### src/rtl/bp_pkg.sv
// Shared types and helpers for the gshare/BTB branch predictor.
package bp_pkg;

  typedef enum logic {
    BR_TYPE_BRANCH = 1'b0,
    BR_TYPE_JUMP   = 1'b1
  } br_type_e;

  localparam logic [1:0] CNT_WNT = 2'b01;
  localparam logic [1:0] CNT_MAX = 2'b11;
  localparam logic [1:0] CNT_MIN = 2'b00;

  // Two-bit saturating counter step; never wraps at either end.
  function automatic logic [1:0] sat_update(input logic [1:0] cnt, input logic taken);
    if (taken) begin
      return (cnt == CNT_MAX) ? CNT_MAX : cnt + 2'd1;
    end
    return (cnt == CNT_MIN) ? CNT_MIN : cnt - 2'd1;
  endfunction

endpackage

### src/rtl/bp_pht.sv
// Pattern history table: 2-bit counters, one combinational read port and
// one saturating-update write port.
module bp_pht
  import bp_pkg::*;
#(
  parameter int unsigned PHT_IDX_W = 6
) (
  input  logic                 clk,
  input  logic                 reset_n,
  input  logic [PHT_IDX_W-1:0] rd_idx,
  output logic [1:0]           rd_cnt,
  input  logic                 wr_en,
  input  logic [PHT_IDX_W-1:0] wr_idx,
  input  logic                 wr_taken
);

  localparam int unsigned Entries = 1 << PHT_IDX_W;

  logic [1:0] cnt_q [Entries];

  always_ff @(posedge clk or negedge reset_n) begin
    if (!reset_n) begin
      for (int i = 0; i < Entries; i++) begin
        cnt_q[i] <= CNT_WNT;
      end
    end else if (wr_en) begin
      cnt_q[wr_idx] <= sat_update(cnt_q[wr_idx], wr_taken);
    end
  end

  // Read sees the pre-update value on a same-cycle read/write collision.
  assign rd_cnt = cnt_q[rd_idx];

endmodule

### src/rtl/gshare_btb_predictor.sv
// Gshare (or bimodal) direction predictor with a direct-mapped BTB and a
// speculatively updated global history register repaired from EX.
module gshare_btb_predictor
  import bp_pkg::*;
#(
  parameter int unsigned PHT_IDX_W = 6,
  parameter int unsigned BTB_IDX_W = 5,
  parameter int unsigned GHR_W     = 6,
  parameter int unsigned MODE      = 1
) (
  input  logic                 clk,
  input  logic                 reset_n,
  input  logic [31:0]          if_pc,
  input  logic                 if_fire,
  output logic                 pred_taken,
  output logic [31:0]          pred_next_pc,
  output logic [PHT_IDX_W-1:0] pred_pht_idx,
  output logic [GHR_W-1:0]     pred_ghr,
  input  logic                 upd_valid,
  input  logic [31:0]          upd_pc,
  input  logic                 upd_is_branch,
  input  logic                 upd_is_jump,
  input  logic                 upd_taken,
  input  logic [31:0]          upd_target,
  input  logic [PHT_IDX_W-1:0] upd_pht_idx,
  input  logic [GHR_W-1:0]     upd_ghr,
  input  logic                 upd_mispredict
);

  localparam int unsigned TagW = 30 - BTB_IDX_W;
  localparam int unsigned BtbN = 1 << BTB_IDX_W;

  logic [BtbN-1:0]  valid_q;
  logic [TagW-1:0]  tag_q [BtbN];
  logic [31:0]      tgt_q [BtbN];
  br_type_e         type_q [BtbN];
  logic [GHR_W-1:0] ghr_q, ghr_d;

  logic [BTB_IDX_W-1:0] rd_idx;
  logic [TagW-1:0]      rd_tag;
  logic                 hit;
  logic                 hit_jump;
  logic [1:0]           pht_cnt;
  logic [PHT_IDX_W-1:0] pc_bits;

  assign rd_idx   = if_pc[BTB_IDX_W+1:2];
  assign rd_tag   = if_pc[31:BTB_IDX_W+2];
  assign hit      = valid_q[rd_idx] && (tag_q[rd_idx] == rd_tag);
  assign hit_jump = (type_q[rd_idx] == BR_TYPE_JUMP);
  assign pc_bits  = if_pc[PHT_IDX_W+1:2];

  always_comb begin
    pred_pht_idx = pc_bits;
    if (MODE != 0) begin
      pred_pht_idx = pc_bits ^ PHT_IDX_W'(ghr_q);
    end
  end

  assign pred_taken   = hit && (hit_jump || pht_cnt[1]);
  assign pred_next_pc = pred_taken ? tgt_q[rd_idx] : if_pc + 32'd4;
  assign pred_ghr     = ghr_q;

  // A set jump flag wins over the branch flag everywhere.
  logic upd_branch_only;
  logic pht_wr_en;
  logic btb_wr_en;
  logic [BTB_IDX_W-1:0] wr_idx;

  assign upd_branch_only = upd_is_branch && !upd_is_jump;
  assign pht_wr_en       = upd_valid && upd_branch_only;
  assign btb_wr_en       = upd_valid && upd_taken && (upd_is_branch || upd_is_jump);
  assign wr_idx          = upd_pc[BTB_IDX_W+1:2];

  bp_pht #(
    .PHT_IDX_W (PHT_IDX_W)
  ) u_pht (
    .clk      (clk),
    .reset_n  (reset_n),
    .rd_idx   (pred_pht_idx),
    .rd_cnt   (pht_cnt),
    .wr_en    (pht_wr_en),
    .wr_idx   (upd_pht_idx),
    .wr_taken (upd_taken)
  );

  // Repair beats the speculative shift issued in the same cycle.
  always_comb begin
    ghr_d = ghr_q;
    if (upd_valid && upd_mispredict) begin
      if (upd_branch_only) begin
        ghr_d = {upd_ghr[GHR_W-2:0], upd_taken};
      end else begin
        ghr_d = upd_ghr;
      end
    end else if (if_fire && hit && !hit_jump) begin
      ghr_d = {ghr_q[GHR_W-2:0], pred_taken};
    end
  end

  always_ff @(posedge clk or negedge reset_n) begin
    if (!reset_n) begin
      ghr_q   <= '0;
      valid_q <= '0;
    end else begin
      ghr_q <= ghr_d;
      if (btb_wr_en) begin
        valid_q[wr_idx] <= 1'b1;
      end
    end
  end

  // Tag, target and type are qualified by valid, so they carry no reset.
  always_ff @(posedge clk) begin
    if (btb_wr_en) begin
      tag_q[wr_idx]  <= upd_pc[31:BTB_IDX_W+2];
      tgt_q[wr_idx]  <= upd_target;
      type_q[wr_idx] <= upd_is_jump ? BR_TYPE_JUMP : BR_TYPE_BRANCH;
    end
  end

  logic unused_upd_pc;
  assign unused_upd_pc = ^upd_pc[1:0];

endmodule
### config.mk
export PLATFORM = sky130hd
export DESIGN_NAME = gshare_btb_predictor
export DESIGN_NICKNAME = d
export VERILOG_FILES = /design/src/rtl/bp_pkg.sv /design/src/rtl/bp_pht.sv /design/src/rtl/gshare_btb_predictor.sv
export SDC_FILE = /design/constraint.sdc
export NUM_CORES = 2
export LEC_CHECK = 0
export BUFFER_PORTS_ARGS = -buffer_cell sky130_fd_sc_hd__buf_2
export CORE_ASPECT_RATIO = 1.75
export CORE_MARGIN = 5
export CORE_UTILIZATION = 61
export DETAILED_ROUTE_END_ITERATION = 10
export PLACE_DENSITY = 0.85
export SLEW_MARGIN = 25
export SYNTH_ARGS = -nofsm -noshare
export SYNTH_HDL_FRONTEND = slang
export SYNTH_SLANG_ARGS = --single-unit
### constraint.sdc
create_clock -name clk -period 5.2 [get_ports clk]
set_clock_uncertainty 0.1 [all_clocks]
set_input_delay 0.78 -clock clk [delete_from_list [all_inputs] [get_ports clk]]
set_output_delay 0.78 -clock clk [all_outputs]
set_load 0.005 [all_outputs]
Word level (Yosys, flattened, before mapping)
Memories as Yosys holds them, arrays and structs flattened.
Cells that the tools add are included.

word-level totals
  register bits after elaboration = 166
  latch bits = 0
  RAM bits = 1856
  ROM bits = 0
  output and inout port bits = 45
  logic and storage cells = 128
  memories = 3

memory list
  memory  words  width  read ports  clocked after memory_dff  wr ports  RTL line                    text
  tgt_q   32     32     1           0                         1         gshare_btb_predictor.sv:35  logic [31:0] tgt_q [BtbN];
  tag_q   32     25     1           0                         1         gshare_btb_predictor.sv:34  logic [TagW-1:0] tag_q [BtbN];
  type_q  32     1      1           0                         1         gshare_btb_predictor.sv:36  br_type_e type_q [BtbN];

cells by class
  $add $sub $neg = 3
  $mul = 0
  div/mod/pow operators = 0
  order comparisons = 6
  eq/ne operators = 2
  shifts and indexed selects = 0
  mux-type cells = 27
  bitwise gates (word level) = 4
  reductions and logical operators = 17

operators by type and width
  kind                                                                count
  bitwise mux 128 bit                                                 1
  adder 32 x 3 -> 32 bit (second input constant)                      1
  two-way mux 32 bit                                                  1
  bitwise OR 32 bit                                                   1
  equality test 25 bit                                                1
  binary-select mux 2 bit (select 6 bit)                              2
  two-way mux 2 bit                                                   10
  two-way mux 6 bit                                                   3
  greater-or-equal comparator 7 bit (second input constant)           2
  NOT 6 -> 7 bit                                                      2
  demux 2 bit (select 6 bit)                                          1
  < comparator 5 x 6 -> 1 bit (second input constant)                 2
  logical AND 1 bit                                                   11
  < comparator 7 x 1 -> 1 bit (second input constant)                 1
  two-way mux 1 bit                                                   7
  bitwise XOR 6 bit                                                   1
  binary-select mux 1 bit (select 5 bit)                              1
  demux 1 bit (select 5 bit)                                          1
  greater-or-equal comparator 5 x 1 -> 1 bit (second input constant)  1
  adder 2 x 1 -> 2 bit (second input constant)                        1
  equality test 2 bit (second input constant)                         1
  logical NOT 1 bit                                                   2
  logical NOT 2 bit                                                   1
  logical OR 1 bit                                                    2
  2 further kinds                                                     2

Logic depth before layout (Yosys ltp)
  word-level depth = 10
  gate-level depth with buffers = 15

Hierarchy
From an unflattened synthesis, not the netlist that was laid out.

second synthesis, totals
  cells, all modules = 4314
  area total of the unflattened synthesis = 82800.7 µm²

by module, submodules not included
  module                times used  cells each  area each (µm²)
  gshare_btb_predictor  1           3217        73196.5
  bp_pht                1           1097        9604.2

Least setup slack after synthesis
No wires, ideal clock.

  path kind = input -> output
  from = in if_pc[2]
  to = out pred_next_pc[11]
  arrival = 3782 ps
  data required time = 4320 ps
  setup slack = 538 ps
  stages on the path = 12
  path buffers = 8
  cell sequence = buf_2 -> buf_4 -> buf_4 -> buf_4 -> buf_4 -> buf_2 -> buf_4 -> buf_2 -> mux4_2 -> mux4_2 -> mux2i_1 -> mux2i_1

on the way
  word-level cells in the longest chain between the ends = 8
  elaborated cells between the ends (all ways) = 16
  classes of those cells = add/sub (1); eq/ne (1); mux (6); bitwise (2); reduce/logical (3); memory (3)

ends and longest elaborated chain
  what                                                  RTL line                    text
  from (decl)                                           gshare_btb_predictor.sv:13  input logic [31:0] if_pc,
  bitwise XOR 6 bit                                     gshare_btb_predictor.sv:55  pred_pht_idx = pc_bits ^ PHT_IDX_W'(ghr_q);
  NOT 6 -> 7 bit (not written as such)                  bp_pht.sv:32                assign rd_cnt = cnt_q[rd_idx];
  binary-select mux 2 bit (select 6 bit)                bp_pht.sv:32
  two-way mux 2 bit (not written as such) (2 in a row)  bp_pht.sv:32
  logical OR 1 bit                                      gshare_btb_predictor.sv:59  assign pred_taken = hit && (hit_jump || pht_cnt[1]);
  logical AND 1 bit                                     gshare_btb_predictor.sv:59
  two-way mux 32 bit (*)                                gshare_btb_predictor.sv:60  assign pred_next_pc = pred_taken ? tgt_q[rd_idx] : if_pc + 32'd4;
  to (decl)                                             gshare_btb_predictor.sv:16  output logic [31:0] pred_next_pc,

Every way passes the cells marked *; elsewhere a longest branch is shown, timed or not. The select of a mux whose other input is x is not followed.

Worst setup path in the final report
  from = in if_pc[3]
  to = out pred_next_pc[13]

Same word-level chain as after synthesis.

==> metrics.yaml <==
run_status:
  status: "finished, violations left"
  failing_checks: "negative setup slack"
cts:
  worst_setup_hold_path_clk_slew_ns: 0.07
  clock_insertion_delay_worst_skew_ns: 0.82
  total_cts_buffers: 167
  cts.path.max_buffers: 3
  clock_tree_from_tritoncts: "yes"
  ctsHoldBuffers: 0
  numClockSinks: 2022
  ctsHtreeMaxLevel: 4
  root_buffer: "sky130_fd_sc_hd__clkbuf_16"
synthesis:
  syn-mean-instance-area_um2: 20.9
  yosys_register_bits: 2022
  synth_cell_types: 61
  syn-cell-area_um2: 80300
  synthesis.instances: 3846
  yosysWarnings: 0
  synth-main-ff-cell: "sky130_fd_sc_hd__edfxtp_1"
  synthArstFlopShare: 0.0821
  synth.yosys.seq_area_share: 0.747
  syn-num-nets: 3963
  number_of_enable_type_register_cells_in_the_synthesized_netlist: 1856
grt:
  grt_first_pass_wirelength_um: 337000
  grt_usage: 0.341
  grt_antenna_before_repair: 27
  leftover_overflow_at_the_end_of_global_routing: 0
  first_global_vias: 46300
  grt_start_max_net_pins: 116
worst_setup_path:
  cp-end-kind: "primary output"
  worst-setup-path-type: "in -> out"
  timing.rr.start: "tag_q[20][12]"
  reg2reg_slack_ns: 1.28
  worst_ep_required_time_ns: 4.32
  crit_path_start_kind: "input port"
  r2r_end: "pred_ghr[2]"
  r2r.worst_path.cells: 10
  critPathMaxFanout: 46
  arrival_ns: 4.40
detailed_routing:
  detailedRoute.firstIterationViolations: 8314
  antenna_violating_nets_post_route: 0
  drt_pass1_iterations: 6
  post-route-drc-count: 0
  routed-via-count: 45700
  number_of_vias_per_cell_after_detailed_routing: 7.58
  avgRoutedWirePerCell_um: 40.8
  totalWireLength_um: 246000
sta:
  setup_viol: 20
  timing_max_transition_violations_final: 0
  worstMarginPinSlew_ns: 1.07
  fin_crit_ns: 5.28
  hold_viol_final: 0
  fmax_ghz: 0.189
  finalCritPeriodShare: 1.02
  maxSlewHeadroom: 0.287
  timing.final.ws_setup_ns: -0.0829
cells_and_area:
  final_net_count: 4299
  area_growth_pct: 13.3
  nFillCells: 7184
  finish.instance_area_um2: 91000
  final_layout_size_suffix_gt1_frac: 0.330
  post_layout_nonfiller_instances: 6032
placed_design:
  place_area_um2: 84800
  port_buffers: 158
  dp.final_hpwl_um: 122000
  numPlacedInstances: 5684
  place.gp.congestion: 0.926
power_and_ir_drop:
  power-per-cell-area_nw_per_um2: 370
  ir_worst_vdd_mv: 0.384
  leakage_nw: 30.4
floorplanning:
  starting_density_of_the_core: 0.612
  die_height_um: 490
  num_io_pins: 161
  die_ar_um2: 139000
  die_x_um: 284
  rows: 176
  coreArea_um2: 131000
flow_run:
  maxCapViolCount: 0
hold_path:
  holdCritPathClass: "in -> async"
per-stage QoR:
step	TNS, ns	total power, mW	util	worst slack, ns	hold WS, ns
3_3_place_gp	0	20.2	0.646	0.123	0.347
4_1_cts	0	33.4	0.691	0.00673	0.0449
6_report	-0.850	33.7	0.694	-0.0829	0.00327
3_5_place_dp	0	20.3	0.646	0.0186	0.348
5_1_grt	-1.62	34.5	0.693	-0.127	0.0787
2_1_floorplan	0	19.5	-	0.538	0.334
power by group:
part	internal [mW]	total, mW	switching (mW)
Combinational	0.850	2.14	1.29
Clock	7.34	13.5	6.16
Sequential	17.9	18.0	0.0875
Total	26.1	33.7	7.54
critical path, stage by stage:
cell and delay [ns]:
sky130_fd_sc_hd__buf_12 0.24, sky130_fd_sc_hd__buf_16 0.33, sky130_fd_sc_hd__mux4_2 0.36, sky130_fd_sc_hd__a2bb2oi_1 0.19
sky130_fd_sc_hd__a211oi_2 0.33, sky130_fd_sc_hd__a21oi_1 0.13, sky130_fd_sc_hd__xnor2_1 0.37, sky130_fd_sc_hd__nand4_1 0.29
sky130_fd_sc_hd__nor4_4 0.31, sky130_fd_sc_hd__buf_6 0.18, sky130_fd_sc_hd__nand3_4 0.08, sky130_fd_sc_hd__buf_12 0.18
sky130_fd_sc_hd__buf_12 0.18, sky130_fd_sc_hd__mux2i_1 0.20, sky130_fd_sc_hd__buf_2 0.15
what timing repair did:
item                       4_1_cts  5_1_grt
gates cloned                     1        2
buffers inserted                 0       18
setup endpoints to repair       33       33
gates resized for setup         23       28
hold endpoints to repair         0        0
pin swaps                        5       11
layout by cell type (no fill, tap or decap), types with 16 or more instances in the layout:
| cell | instances |
|---|---|
| sky130_fd_sc_hd__o22ai_1 | 33 |
| sky130_fd_sc_hd__edfxtp_1 | 1856 |
| sky130_fd_sc_hd__mux2_2 | 163 |
| sky130_fd_sc_hd__mux4_2 | 461 |
| sky130_fd_sc_hd__or2_2 | 34 |
| sky130_fd_sc_hd__clkinv_2 | 30 |
| sky130_fd_sc_hd__clkbuf_1 | 31 |
| sky130_fd_sc_hd__mux2i_1 | 268 |
| sky130_fd_sc_hd__clkinv_1 | 29 |
| sky130_fd_sc_hd__nor2_1 | 64 |
| sky130_fd_sc_hd__o21ai_0 | 37 |
| sky130_fd_sc_hd__buf_4 | 151 |
| sky130_fd_sc_hd__a211oi_1 | 25 |
| sky130_fd_sc_hd__clkbuf_16 | 172 |
| sky130_fd_sc_hd__buf_12 | 57 |
| sky130_fd_sc_hd__dfrtp_1 | 102 |
| sky130_fd_sc_hd__xor2_1 | 17 |
| sky130_fd_sc_hd__nand3_1 | 44 |
| sky130_fd_sc_hd__diode_2 | 20 |
| sky130_fd_sc_hd__nand4_1 | 16 |
| sky130_fd_sc_hd__buf_2 | 152 |
| sky130_fd_sc_hd__xnor2_1 | 37 |
| sky130_fd_sc_hd__bufinv_16 | 25 |
| sky130_fd_sc_hd__o221ai_1 | 22 |
| sky130_fd_sc_hd__nand2_1 | 76 |
| sky130_fd_sc_hd__a221oi_1 | 28 |
| sky130_fd_sc_hd__a21oi_1 | 42 |
| sky130_fd_sc_hd__nor2_4 | 32 |
| sky130_fd_sc_hd__dfstp_2 | 64 |
| sky130_fd_sc_hd__a22oi_1 | 41 |
cell usage after synthesis, types with 44 or more instances:
master | count | area [um2]
sky130_fd_sc_hd__edfxtp_1 | 1856 | 55700
sky130_fd_sc_hd__mux4_2 | 461 | 10400
sky130_fd_sc_hd__mux2i_1 | 275 | 2750
sky130_fd_sc_hd__mux2_2 | 163 | 1840
sky130_fd_sc_hd__clkbuf_1 | 105 | 394
sky130_fd_sc_hd__dfrtp_1 | 102 | 2550
sky130_fd_sc_hd__nor2_1 | 98 | 368
sky130_fd_sc_hd__nand2_1 | 76 | 285
sky130_fd_sc_hd__dfstp_2 | 64 | 1680
sky130_fd_sc_hd__buf_2 | 55 | 275
sky130_fd_sc_hd__nand3_1 | 45 | 225
sky130_fd_sc_hd__a22oi_1 | 44 | 330
logic make-up after synthesis:
group           count (synthesis)  share of synthesized area
compound gates                294                     0.0255
xor+xnor                       58                    0.00632
flops                        2022                      0.747
fa+ha+maj                       3                   0.000405
mux                           900                      0.187
simple gates                  345                     0.0216
buf+inv                       224                     0.0129
routing by layer:
layer / vias up / GRT usage / part of all wire
met5: - / 0 / 0.00037
met1: 22700 / 0.400 / 0.29
li1: 16700 / - / -
met4: 12 / 0.229 / 0.084
met3: 1254 / 0.101 / 0.14
met2: 5089 / 0.549 / 0.48
flip-flops by register name (all words and copies together) (netlist names):
register,count
type_q,32
pred_ghr,6
valid_q,32
tgt_q,1024
u_pht.cnt_q,128
tag_q,800
worst max-delay path by stage:
stage	start	to	slack (ns)	cells after the start
6_report	if_pc[3]	pred_next_pc[13]	-0.08	15
3_5_place_dp	if_pc[2]	pred_next_pc[5]	0.02	17
2_1_floorplan	if_pc[2]	pred_next_pc[11]	0.54	12
5_1_grt	if_pc[3]	pred_next_pc[26]	-0.13	16
3_3_place_gp	if_pc[2]	pred_next_pc[3]	0.12	16
4_1_cts	if_pc[3]	pred_next_pc[22]	0.007	15
cell type report:
class	instances	area, um2	share of cell area
antenna	20	50.0	0.000550
multi-input combinational	1600	19800	0.217
clock inverter	105	1280	0.0140
timing repair buffer	380	3410	0.0374
tap	1691	2120	0.0232
sequential	2022	60000	0.659
inverter	11	46.3	0.000509
clock buffer	203	4400	0.0483
Power figures use the tool's default switching activity.
